[src/rtl/mult_arb_pkg.sv]
// Purpose : shared constants and the response tag type for the multiplier arbiter.
// Latency : n/a (types and constants only).
// Backpressure: n/a.
package mult_arb_pkg;

    localparam int MAX_REQ = 4;   // largest supported requester count
    localparam int ID_W    = 2;   // requester id width, covers MAX_REQ
    localparam int OPND_W  = 4;   // multiplier operand width
    localparam int PROD_W  = 8;   // multiplier product width (15*15=225 fits)

    // One slot of the tag delay line: which requester owns the result
    // emerging from the multiplier, and whether there is a result at all.
    typedef struct packed {
        logic            valid;
        logic [ID_W-1:0] id;
    } tag_t;

endpackage

[src/rtl/mult_tag_pipe.sv]
// Purpose : fixed-depth delay line carrying response tags alongside the multiplier.
// Latency : DEPTH cycles from in_tag to out_tag.
// Backpressure: none; shifts every cycle.
//
// Ports: clk, rst (sync, active-high), clr (drops valid on every stage),
//        in_tag (pushed each cycle), out_tag (oldest stage).
module mult_tag_pipe
    import mult_arb_pkg::*;
#(
    parameter int DEPTH = 3
) (
    input  logic clk,
    input  logic rst,
    input  logic clr,
    input  tag_t in_tag,
    output tag_t out_tag
);

    tag_t [DEPTH-1:0] stage_q;
    tag_t [DEPTH-1:0] stage_d;

    always_comb begin
        stage_d    = stage_q;
        stage_d[0] = in_tag;
        for (int i = 1; i < DEPTH; i++) begin
            stage_d[i] = stage_q[i-1];
        end
        // Clearing only the valid bits is enough to kill every in-flight result.
        if (clr) begin
            for (int i = 0; i < DEPTH; i++) begin
                stage_d[i].valid = 1'b0;
            end
        end
    end

    always_ff @(posedge clk) begin
        if (rst) begin
            stage_q <= '0;
        end else begin
            stage_q <= stage_d;
        end
    end

    assign out_tag = stage_q[DEPTH-1];

endmodule

[src/rtl/mult_rr_arbiter.sv]
// Purpose : shares one external pipelined 4x4 multiplier among N_REQ requesters.
// Latency : accept in cycle t -> rsp_valid/rsp_product in cycle t+1+LAT.
// Backpressure: none; one request may be accepted every cycle, flush blocks grants.
//
// Ports: clk, rst (sync, active-high), flush, req_valid/req_a/req_b (packed per
//        requester), req_grant (combinational one-hot), mul_a/mul_b (registered
//        operands out), mul_product (multiplier result in), rsp_valid (one-hot
//        strobe), rsp_product (pass-through of mul_product).
// Build option: define MULT_ARB_FIXED_PRIO_EN for fixed lowest-index-wins
//        priority instead of round robin; ports and latency are unchanged.
module mult_rr_arbiter
    import mult_arb_pkg::*;
#(
    parameter int N_REQ = 2,
    parameter int LAT   = 2
) (
    input  logic                       clk,
    input  logic                       rst,
    input  logic                       flush,
    input  logic [N_REQ-1:0]           req_valid,
    input  logic [OPND_W*N_REQ-1:0]    req_a,
    input  logic [OPND_W*N_REQ-1:0]    req_b,
    output logic [N_REQ-1:0]           req_grant,
    output logic [OPND_W-1:0]          mul_a,
    output logic [OPND_W-1:0]          mul_b,
    input  logic [PROD_W-1:0]          mul_product,
    output logic [N_REQ-1:0]           rsp_valid,
    output logic [PROD_W-1:0]          rsp_product
);

    logic [ID_W-1:0]   win_id;
    logic              accept;
    logic [OPND_W-1:0] sel_a;
    logic [OPND_W-1:0] sel_b;
    logic [OPND_W-1:0] mul_a_q;
    logic [OPND_W-1:0] mul_a_d;
    logic [OPND_W-1:0] mul_b_q;
    logic [OPND_W-1:0] mul_b_d;
    tag_t              tag_in;
    tag_t              tag_out;

`ifdef MULT_ARB_FIXED_PRIO_EN
    // Lowest-numbered valid requester wins; scanning downward lets the
    // last hit be the lowest index.
    always_comb begin
        win_id = '0;
        for (int i = N_REQ - 1; i >= 0; i--) begin
            if (req_valid[i]) begin
                win_id = ID_W'(i);
            end
        end
    end
`else
    logic [ID_W-1:0] ptr_q;
    logic [ID_W-1:0] ptr_d;
    logic [ID_W-1:0] hi_id;
    logic [ID_W-1:0] lo_id;
    logic            hi_found;

    // Round robin without modular arithmetic: the lowest valid index at or
    // above ptr wins; if none exists the search has wrapped, so the lowest
    // valid index overall wins.
    always_comb begin
        hi_id    = '0;
        lo_id    = '0;
        hi_found = 1'b0;
        for (int i = N_REQ - 1; i >= 0; i--) begin
            if (req_valid[i]) begin
                lo_id = ID_W'(i);
                if (ID_W'(i) >= ptr_q) begin
                    hi_id    = ID_W'(i);
                    hi_found = 1'b1;
                end
            end
        end
        win_id = hi_found ? hi_id : lo_id;
    end

    always_comb begin
        ptr_d = ptr_q;
        if (accept) begin
            ptr_d = (win_id == ID_W'(N_REQ - 1)) ? '0 : win_id + 1'b1;
        end
    end

    always_ff @(posedge clk) begin
        if (rst) begin
            ptr_q <= '0;
        end else begin
            ptr_q <= ptr_d;
        end
    end
`endif

    // Flush and reset both suppress the grant; the request simply stays pending.
    assign accept = (|req_valid) && !flush && !rst;

    always_comb begin
        req_grant = '0;
        sel_a     = '0;
        sel_b     = '0;
        for (int i = 0; i < N_REQ; i++) begin
            if (win_id == ID_W'(i)) begin
                req_grant[i] = accept;
                sel_a        = req_a[OPND_W*i +: OPND_W];
                sel_b        = req_b[OPND_W*i +: OPND_W];
            end
        end
    end

    always_comb begin
        mul_a_d = mul_a_q;
        mul_b_d = mul_b_q;
        if (accept) begin
            mul_a_d = sel_a;
            mul_b_d = sel_b;
        end
    end

    always_ff @(posedge clk) begin
        if (rst) begin
            mul_a_q <= '0;
            mul_b_q <= '0;
        end else begin
            mul_a_q <= mul_a_d;
            mul_b_q <= mul_b_d;
        end
    end

    assign mul_a = mul_a_q;
    assign mul_b = mul_b_q;

    always_comb begin
        tag_in       = '0;
        tag_in.valid = accept;
        if (accept) begin
            tag_in.id = win_id;
        end
    end

    // Depth LAT+1: one cycle for the operand register plus LAT in the multiplier.
    mult_tag_pipe #(
        .DEPTH (LAT + 1)
    ) u_tag_pipe (
        .clk     (clk),
        .rst     (rst),
        .clr     (flush),
        .in_tag  (tag_in),
        .out_tag (tag_out)
    );

    always_comb begin
        rsp_valid = '0;
        for (int i = 0; i < N_REQ; i++) begin
            rsp_valid[i] = tag_out.valid && !flush && !rst && (tag_out.id == ID_W'(i));
        end
    end

    assign rsp_product = mul_product;

endmodule

[config.mk]
export PLATFORM = sky130hd
export DESIGN_NAME = mult_rr_arbiter
export DESIGN_NICKNAME = d
export VERILOG_FILES = /design/src/rtl/mult_arb_pkg.sv /design/src/rtl/mult_tag_pipe.sv /design/src/rtl/mult_rr_arbiter.sv
export SDC_FILE = /design/constraint.sdc
export NUM_CORES = 1
export LEC_CHECK = 0
export BUFFER_PORTS_ARGS = -buffer_cell sky130_fd_sc_hd__buf_2
export CAP_MARGIN = 20
export CORE_MARGIN = 8
export CORE_UTILIZATION = 40
export CTS_BUF_LIST = sky130_fd_sc_hd__clkbuf_2
export DETAILED_ROUTE_END_ITERATION = 12
export GPL_ROUTABILITY_DRIVEN = 0
export PLACE_DENSITY = 0.77
export SETUP_SLACK_MARGIN = 0.3
export SYNTH_ARGS = -nofsm -noshare
export SYNTH_HDL_FRONTEND = slang
export SYNTH_HIERARCHICAL = 1
export SYNTH_SLANG_ARGS = --single-unit
[constraint.sdc]
create_clock -name clk -period 1.05 [get_ports clk]
set_clock_uncertainty 0.1 [all_clocks]
set_input_delay 0.105 -clock clk [delete_from_list [all_inputs] [get_ports clk]]
set_output_delay 0.105 -clock clk [all_outputs]
set_load 0.05 [all_outputs]
* Word-level counts from Yosys, hierarchy flattened
Cells that the tools add are included.
W data, S select, Z words.
** Word-level totals
- Register bits :: 19
- Output and inout bits :: 20
- Bits of input ports :: 29
- Word-level logic and storage cells :: 46
** Operators by class
- Reduce and logical (&&, ||, !) cells :: 13
- $lt $le $gt $ge :: 2
- Add/sub/neg operators :: 1
- Equality and inequality tests :: 2
- Bitwise gates (word level) :: 1
- Mux-type cells :: 18
** Operator list (number)
- $mux W4 :: 4
- $mux W2 :: 5
- $mux W1 :: 9
- $logic_and A1 B1 Y1 :: 6
- $reduce_or A2 Y1 :: 3
- $eq A2 B1 Y1 const B :: 2
- $ge A1 B2 Y1 const A :: 2
- $logic_not A2 Y1 :: 2
- $add A2 B1 Y2 const B :: 1
- $logic_not A1 Y1 :: 2
- $not A1 Y1 :: 1

* Logic depth before layout (Yosys ltp)
Gate-level depths: netlist (run 1).
- Word-level depth :: 9
- Mapped depth :: 5
- Gate-level depth less buffers :: 3

* Modules after synthesis
Netlist (run 1), hierarchy kept.
** By module, submodules not included
- mult_rr_arbiter :: seq. area each 180.2 µm², area each 575.6 µm², cells each 69, times used 1
- mult_tag_pipe :: seq. area each 180.2 µm², area each 262.8 µm², cells each 21, times used 1

* Worst setup path before layout (run 1)
No wires, ideal clock.
- Path type :: input port to output port
- Start :: in rst
- End :: out rsp_valid[0]
- Buffers on the path :: 1
- Required time :: 0.845 ns
- Arrival :: 1.388 ns
- Stages :: 3
- Setup slack :: -0.543 ns
- Path through :: or2_1 buf_6 nor4b_2
** On the way
- Cells in the longest elaborated chain, start to end :: 3
** Ends and longest elaborated chain
- start, declared :: line mult_rr_arbiter.sv:18 : input logic rst,
- $logic_not A1 Y1 :: line mult_rr_arbiter.sv:155 : rsp_valid[i] = tag_out.valid && !flush && !rst && (tag_out.id == ID_W'(i));
- $logic_and A1 B1 Y1 (2 in a row) :: line mult_rr_arbiter.sv:155
- end, declared :: line mult_rr_arbiter.sv:27 : output logic [N_REQ-1:0] rsp_valid,
No other way between the ends.

* Worst setup path in the final report (run 1)
- Start :: reg ptr_q[0]
- End :: out req_grant[1]
** On the way
- Cells in the longest elaborated chain, start to end :: 8
- Elaborated cells between the ends (all ways) :: 13
- Those cells by class :: 2 x order compare; 1 x eq/ne; 10 x mux
** Ends and longest elaborated chain
- start, declared :: line mult_rr_arbiter.sv:54 : logic [ID_W-1:0] ptr_q;
- start signal, assigned :: line mult_rr_arbiter.sv:90 : ptr_q <= ptr_d;
- $ge A1 B2 Y1 :: line mult_rr_arbiter.sv:70 : if (ID_W'(i) >= ptr_q) begin
- $mux W1 :: line mult_rr_arbiter.sv:70
- $mux W1 :: line mult_rr_arbiter.sv:68 : if (req_valid[i]) begin
- $mux W2 / $mux W1 (equally long branches) :: line mult_rr_arbiter.sv:70
- $mux W2 / $mux W1 (equally long branches) :: line mult_rr_arbiter.sv:68
- $mux W2 * :: line mult_rr_arbiter.sv:76 : win_id = hi_found ? hi_id : lo_id;
- $eq A2 B1 Y1 * :: line mult_rr_arbiter.sv:103 : if (win_id == ID_W'(i)) begin
- $mux W1 * :: line mult_rr_arbiter.sv:103
- end, declared :: line mult_rr_arbiter.sv:23 : output logic [N_REQ-1:0] req_grant,
Every way passes the cells marked *; elsewhere a longest branch is shown, timed or not.

==> flow_summary.ini, run 1 <==
[outcome]
status = finished, violations left
failed_checks = hold timing, setup timing

[logic_synthesis]
synth_top_flop_cell = dfxtp_1
synth_async_sr_flop_share = 0
netlist_area_sq_um = 838
syn_inst = 90
post_synth.cell_area_avg_sq_um = 9.31
ys_seq_area_frac = 0.430
yosysMostFrequentCell = dfxtp_1
synth_top_area_share = 0.430
yosysUniqueCellTypes = 22
synth.area.top_cells = dfxtp_1, nand4_1, buf_4
yosysWarnings = 6
yosys.area.top_type = dfxtp_1
synth_fp_nets = 119
yosys_register_bits = 18
synth_edf_count = 0
synth_commonest_cells = dfxtp_1, nand4_1, buf_4

[sta]
setup-violations-final = 13
hold_ws_ns = -0.0508
max_freq_mhz = 715
grt_setup_unrepaired = true
hold_viol = 13
fin_crit_ns = 1.40
finalSetupTns_ns = -3.60
setup_slack_ns = -0.348
maxSlewViolCount = 0
min_period_over_period = 1.33

[setup_path]
cp-start-kind = flop
end_kind = output pin
critPathRequiredTime_ns = 0.84
r2r_cells = 7
critPathKind = reg2out
path_max_fanout = 3
reg2reg_slack_ns = -0.34
r2r-end = mul_b[2]$_SDFFE_PP0N_
r2r-start = ptr_q[0]$_SDFFE_PP0N_
cp.arrival_ns = 1.19

[cts]
cts.path.max_buffers = 2
clk_latency_ns = 0.30
cts_max_level = 1
cts_root_buffer = clkbuf_2
cts.clk_slew.worst_paths_ns = 0.17
cts_tree = yes
cts_buffers = 3
cts.sinks = 18

[die]
start_util = 0.427
dieArea_sq_mm = 0.00382
core-area_sq_mm = 0.00196
chipWidth_um = 61.8
io_pins = 49
rows = 16
die_h_um = 61.8

[place]
dp.cells = 146
place_ws_ns = -0.157
dpl.hpwl_um = 1670
io_buffers = 32

[run]
maxCapViolations = 0

[finish]
syn_to_final_growth_pct = 56.1
layoutNonFillerInstCount = 159
insertedDiodeCount = 0
regArea_sq_um = 374
multi_input_area_sq_um = 409
drive_above_1_share = 0.606
fill_cells = 148
fin_nets = 162

[route]
routed_wirelength_um = 2640
avgRoutedWirePerCell_um = 16.6
drc = 0
vias = 879
viasPerCell = 5.53
first_pass_iters = 4
postRouteAntennaNets = 0
drt_iter0_drc = 51

[min_path]
holdPathStages = 3
hold_path.class = in2reg
worstHoldEndpoint = mul_a[2]$_SDFFE_PP0N_
holdCritStartpoint = req_a[6]

[global_route]
grt_pass1_vias = 859
grt-ovfl-total = 0
grt_start_max_net_pins = 13
antenna_found_initial = 0
grt_pass1_wl_um = 4010
grtUsageTotal = 0.145

[pwr]
cellPowerDensity_mw_per_mm2 = 1070
peakVddDrop_mv = 0.612
power_mw = 1.40
leakage_nw = 0.551
-- layout make-up --
class,count,area share
Timing Repair Buffer,55,0.361
Clock inverter,1,0.00287
Tap cell,27,0.0258
Multi-Input combinational cell,55,0.313
Sequential cell,18,0.286
Clock buffer,3,0.0115
-- how the worst max path moves through the flow --
stage | startpoint | endpoint | slack (ns)
6_report | ptr_q[0]$_SDFFE_PP0N_ | req_grant[1] | -0.35
5_1_grt | ptr_q[0]$_SDFFE_PP0N_ | req_grant[1] | -0.40
4_1_cts | ptr_q[0]$_SDFFE_PP0N_ | req_grant[1] | -0.33
3_5_place_dp | rst | rsp_valid[0] | -0.16
3_3_place_gp | rst | rsp_valid[0] | -0.14
2_1_floorplan | rst | rsp_valid[0] | -0.23
-- logic make-up after synthesis --
family                 after synthesis  synth area share
and+or+nand+nor                     37             0.302
DFF                                 18             0.430
AOI/OAI and AO/OA                   17             0.115
buffers and inverters               17             0.149
other                                1           0.00447
-- worst max-delay path, stage by stage, from the launching register on --
cell and delay (ns):
dfxtp_2 0.40, nand2b_4 0.14, and3_4 0.20, buf_8 0.14
-- cell usage in the layout (no fill, tap or decap), types with 2 or more instances in the layout --
cell	n
buf_4	15
nor3b_2	2
buf_6	8
a31oi_1	8
and3_4	2
nor2b_1	6
nor2_1	2
dfxtp_1	7
nand4_1	16
dfxtp_2	11
o21ai_1	8
buf_2	21
buf_8	11
clkbuf_2	3
-- per-stage QoR --
stage,area (sq um),hold slack (ns),util
finish,1310,-0.0508,0.667
global route,1310,-0.0725,0.667
CTS,1280,-0.0596,0.651
detailed placement,1070,0.110,0.545
global placement,1070,0.110,0.545
floorplan,920,0.0738,-
-- metal layers --
layer / vias up / track usage / part of all wire
li1: 406 / - / -
met1: 423 / 0.159 / 0.39
met2: 41 / 0.233 / 0.50
met3: 9 / 0.0391 / 0.078
met4: 0 / 0.107 / 0.037
met5: - / 0 / 0
-- flip-flops by register name, summed over array words and instances (netlist names) --
name and count:
ptr_q 1, u_tag_pipe/stage_d 4, u_tag_pipe/stage_q 2, mul_b 4
mul_a 4, u_tag_pipe/out_tag 3
-- report_power, final --
group          switching, mW  total (mW)  internal [mW]
sequential            0.0199       0.732          0.712
clock                  0.215       0.297         0.0828
combinational          0.192       0.371          0.179
total                  0.427        1.40          0.974
-- timing repair --
action	CTS	global route
pin swaps	7	5
setup buffers	6	2
setup endpoints to repair	22	24
cloned	1	0
gates resized for setup	42	4
endpoints found under the hold margin	13	13
No activity file was read; power rests on OpenSTA's default activity.
==> run 2: changes to the inputs <==
Settings changed: ABC_AREA from default to 1, CORE_UTILIZATION 40 to 41, PLACE_DENSITY 0.77 to 0.78.
==> run 2 against run 1 <==
The run still ends with hold timing, setup timing left. Non-clock buffer count fell by 1. Wire length fell by 6.8%. Setup slack improved by 0.030 ns. Core utilization rose by 0.35 points. Register-to-register slack improved by 0.03 ns. Critical path depth rose by 3. Global-route usage fell by 1.9 points. Worst hold slack improved by 0.035 ns. Via count rose by 1.8%.
==> flow_summary.ini, run 2 <==
[outcome]
status = finished, violations left
failed_checks = hold timing, setup timing

[finish]
multi_input_area_sq_um = 434
regArea_sq_um = 375
fin_util = 0.671
final_cell_mix = buf_2, inv_1, buf_4
fill_cells = 166
finalInstanceArea_sq_mm = 0.00143
fin_nets = 194
drive_above_1_share = 0.567
syn_to_final_growth_pct = 60.6
final_common_cell = buf_2
insertedDiodeCount = 0

[cts]
cts.clk_slew.worst_paths_ns = 0.16
cts.sinks = 18
cts_buffers = 3
cts_root_buffer = clkbuf_2
clk_latency_ns = 0.32
cts_tree = yes
cts_max_level = 1
cts.path.max_buffers = 2

[die]
dieArea_sq_mm = 0.00391
die_h_um = 62.5
io_pins = 49
rows = 17
chipWidth_um = 62.5
start_util = 0.418
core-area_sq_mm = 0.00213

[setup_path]
crit_path_start = ptr_q[0]$_SDFFE_PP0N_
r2r_cells = 10
reg2reg_slack_ns = -0.31
critPathKind = reg2out
crit_top_cell = nand2_4
cp_slowest_cell = dfxtp_2
r2r-end = mul_b[1]$_SDFFE_PP0N_
cp.arrival_ns = 1.16
path_delay_family = flip-flops
end_kind = output pin
cp_cell_sequence = inv_2 > nand2_4 > nand2_8 > nand2_4 > clkinvlp_4 > buf_8
path_max_fanout = 3
max_stage_delay_ns = 0.37
cp_num_buf_inv = 3
critPathRequiredTime_ns = 0.84
cp-start-kind = flop
r2r-start = ptr_q[0]$_SDFFE_PP0N_

[logic_synthesis]
post_synth.cell_area_avg_sq_um = 7.53
yosys.area.top_type = dfxtp_1
yosysMostFrequentCell = inv_1
netlist_area_sq_um = 888
ys_seq_area_frac = 0.406
synth.area.top_cells = dfxtp_1, buf_4, nand3_1
synth_top_flop_cell = dfxtp_1
yosys_register_bits = 18
syn_inst = 118
yosysUniqueCellTypes = 19
synth_fp_nets = 147
synth_top_area_share = 0.406
yosysWarnings = 6
synth_edf_count = 0
synth_commonest_cells = inv_1, nand2_1, dfxtp_1
synth_async_sr_flop_share = 0

[sta]
max_freq_mhz = 731
hold_viol = 7
grt_setup_unrepaired = true
setup_slack_ns = -0.318
min_period_over_period = 1.30
maxSlewViolCount = 0
fin_crit_ns = 1.37
setup-violations-final = 16
finalSetupTns_ns = -3.32
hold_ws_ns = -0.0154

[global_route]
grt_pass1_wl_um = 4070
antenna_found_initial = 0
grt-ovfl-total = 0
grtUsageTotal = 0.126
grt_pass1_vias = 894
grt_start_max_net_pins = 11

[run]
maxCapViolations = 0

[route]
vias = 895
drt_iter0_drc = 34
first_pass_iters = 5
avgRoutedWirePerCell_um = 12.8
viasPerCell = 4.66
routed_wirelength_um = 2460
drc = 0
postRouteAntennaNets = 0

[min_path]
holdCritStartpoint = flush
hold_path.class = in2reg
holdPathStages = 4
worstHoldEndpoint = u_tag_pipe/out_tag[2]$_SDFF_PP0_

[pwr]
peakVddDrop_mv = 0.624
cellPowerDensity_mw_per_mm2 = 1020
p_switching_mw = 0.465
p_int_mw = 0.990
pwr-share-comb = 0.287
leakage_nw = 0.714
seq_power_share = 0.503
p_clk_frac = 0.210
switching_share = 0.320

[place]
place_area_sq_mm = 0.00123
io_buffers = 32
dpl.hpwl_um = 1780
## run 2: cell types whose count changed in the layout (fill, tap and decap cells not counted), moves of 4 or more
cell     delta
nand2_1    +17
a31oi_1     -8
buf_6       -4
nor2_1      +6
nand4_1     -8
nand3_2     +4
inv_1      +18
nand3_1    +12
o21ai_1     -8
nor2b_1     -6
## run 2: worst min-delay path: stages
cell and delay [ns]:
buf_2 0.12, inv_1 0.05, nand2_2 0.07, nor2_1 0.04
## run 2: layout make-up
cell class / count / share of cell area
Clock inverter: 1 / 0.00263
Timing Repair Buffer: 54 / 0.330
Clock buffer: 3 / 0.0105
Multi-Input combinational cell: 65 / 0.304
Inverter: 23 / 0.0649
Sequential cell: 18 / 0.263
Tap cell: 28 / 0.0246
## run 2: cell families (layout without fill, tap and decap cells)
logic type,Yosys count,in the layout,synth area share
AO/OA/AOI/OAI,2,2,0.0239
flip-flops,18,18,0.406
AND/OR/NAND/NOR,62,62,0.365
other,1,1,0.00422
buffers and inverters,35,81,0.201
## run 2: worst max-delay path by stage
stage / endpoint / slack [ns] / cells after the start
2_1_floorplan: rsp_valid[1] / -0.11 / 3
3_3_place_gp: req_grant[0] / -0.09 / 7
3_5_place_dp: req_grant[0] / -0.10 / 7
4_1_cts: req_grant[0] / -0.33 / 6
5_1_grt: mul_b[1]$_SDFFE_PP0N_ / -0.38 / 10
6_report: req_grant[0] / -0.32 / 6
## run 2: per-stage QoR
step	setup WS (ns)	instances	hold WS [ns]	power (mW)
4_1_cts	-0.335	190	-0.0293	1.45
3_5_place_dp	-0.104	182	0.110	1.09
6_report	-0.318	192	-0.0154	1.46
5_1_grt	-0.384	192	-0.00939	1.52
3_3_place_gp	-0.0914	182	0.110	1.08
2_1_floorplan	-0.113	118	0.0601	1.02
## run 2: what timing repair did
item | CTS | global route
pin swaps | 5 | 6
setup endpoints to repair | 22 | 22
hold endpoints to repair | 9 | 2
setup buffers | 4 | 2
gates resized for setup | 36 | 6
## run 2: power groups by stage
stage,clock (mW),combinational (mW),sequential [mW]
final,0.305,0.418,0.732
after global routing,0.339,0.448,0.735
after CTS,0.316,0.404,0.731
after detailed placement,0,0.349,0.739
after global placement,0,0.341,0.738
after floorplan,0,0.227,0.794
## run 2: metal layers
metal / GRT usage / share of wire
met5: 0 / 0
met4: 0.0769 / 0.039
met3: 0.0215 / 0.055
met2: 0.226 / 0.55
met1: 0.133 / 0.36
==> run 3: changes to the inputs <==
Settings changed: MAX_ROUTING_LAYER from default to met4.
==> run 3 against run 2 <==
The run still ends with hold timing, setup timing left. Sequential share of layout area unchanged. Critical path type unchanged. Fmax increased by 0.12%. Via count decreased by 0.45%.
==> flow_summary.ini, run 3 (synthesized netlist as in run 2, its figures left out) <==
[sta]
max_freq_mhz = 732
fin_crit_ns = 1.37
finalSetupTns_ns = -3.27
hold_viol = 7
hold_ws_ns = -0.0129
maxSlewViolCount = 0
setup_slack_ns = -0.316
setup-violations-final = 16
grt_setup_unrepaired = true
min_period_over_period = 1.30

[die]
die_h_um = 62.5
chipWidth_um = 62.5
core-area_sq_mm = 0.00213
start_util = 0.418
rows = 17
io_pins = 49
dieArea_sq_mm = 0.00391

[finish]
fill_cells = 166
insertedDiodeCount = 0
layoutNonFillerInstCount = 192
final_common_cell = buf_2
drive_above_1_share = 0.567
final_cell_mix = buf_2, inv_1, buf_4
syn_to_final_growth_pct = 60.6
fin_nets = 194

[setup_path]
cp.arrival_ns = 1.16
path_max_fanout = 3
cp-start-kind = flop
critPathRequiredTime_ns = 0.84
critPathKind = reg2out
end_kind = output pin

[route]
first_pass_iters = 5
routed_wirelength_um = 2450
vias = 891
drt_iter0_drc = 43
avgRoutedWirePerCell_um = 12.8
drc = 0
postRouteAntennaNets = 0
viasPerCell = 4.64

[global_route]
grt_pass1_wl_um = 4070
antenna_found_initial = 0
grtUsageTotal = 0.129
grt_pass1_vias = 894
grt_start_max_net_pins = 11
grt-ovfl-total = 0

[outcome]
status = finished, violations left
failed_checks = hold timing, setup timing

[cts]
clk_latency_ns = 0.32
cts.clk_slew.worst_paths_ns = 0.16
cts.sinks = 18
cts_root_buffer = clkbuf_2
cts_max_level = 1
cts_buffers = 3
cts.path.max_buffers = 2
cts_tree = yes

[min_path]
hold_path.class = in2reg

[place]
dp.cells = 182
dpl.hpwl_um = 1780
io_buffers = 32

[run]
maxCapViolations = 0

[pwr]
peakVddDrop_mv = 0.624
cellPowerDensity_mw_per_mm2 = 1020
leakage_nw = 0.714
==> run 3: metal layers <==
| layer | vias up | part of all wire | GRT usage |
|---|---|---|---|
| met5 | - | 0 | - |
| met1 | 401 | 0.37 | 0.138 |
| li1 | 451 | - | - |
| met2 | 30 | 0.55 | 0.226 |
| met3 | 9 | 0.038 | 0.0125 |
| met4 | 0 | 0.040 | 0.0769 |
==> run 3: area by class of cell <==
class,instances,area [sq um],area share
clock buffer,3,15.0,0.0105
tap,28,35.0,0.0246
timing repair buffer,54,470,0.330
multi-input combinational,65,434,0.304
sequential,18,375,0.263
clock inverter,1,3.75,0.00263
inverter,23,92.6,0.0649
==> run 3: final timing paths <==
path                                          from                               end  slack [ns]  cells after the start
setup / recovery             ptr_q[0]$_SDFFE_PP0N_                      req_grant[0]       -0.32                      6
hold / removal                               flush  u_tag_pipe/out_tag[2]$_SDFF_PP0_       -0.01                      4
setup reg to reg             ptr_q[0]$_SDFFE_PP0N_             mul_b[1]$_SDFFE_PP0N_       -0.31                     10
hold reg to reg   u_tag_pipe/stage_d[6]$_SDFF_PP0_  u_tag_pipe/out_tag[0]$_SDFF_PP0_        0.31                      2
==> run 3: report_power, final <==
part	leakage (nW)	total (mW)	internal, mW	switching, mW
logic	0.548	0.418	0.194	0.223
registers	0.152	0.732	0.713	0.0189
clock network	0.0140	0.306	0.0828	0.223
==> run 3: per-stage QoR <==
step                utilization  cell area [sq um]  worst slack (ns)  power [mW]
floorplan                     -                988            -0.113        1.02
global placement          0.577               1230           -0.0914        1.08
detailed placement        0.577               1230            -0.104        1.09
CTS                       0.654               1390            -0.335        1.45
global route              0.671               1430            -0.384        1.52
finish                    0.671               1430            -0.316        1.46
==> run 3: repair_timing <==
action                                  4_1_cts  5_1_grt
gates resized for setup                      36        6
pin swaps                                     5        6
hold endpoints to repair                      9        2
endpoints found under the setup margin       22       22
buffers inserted                              4        2
==> run 3: worst max-delay path, stage by stage (launching register included) <==
cell and delay (ns):
dfxtp_2 0.37, inv_2 0.04, nand2_4 0.08, nand2_8 0.07, nand2_4 0.07, clkinvlp_4 0.08
buf_8 0.15
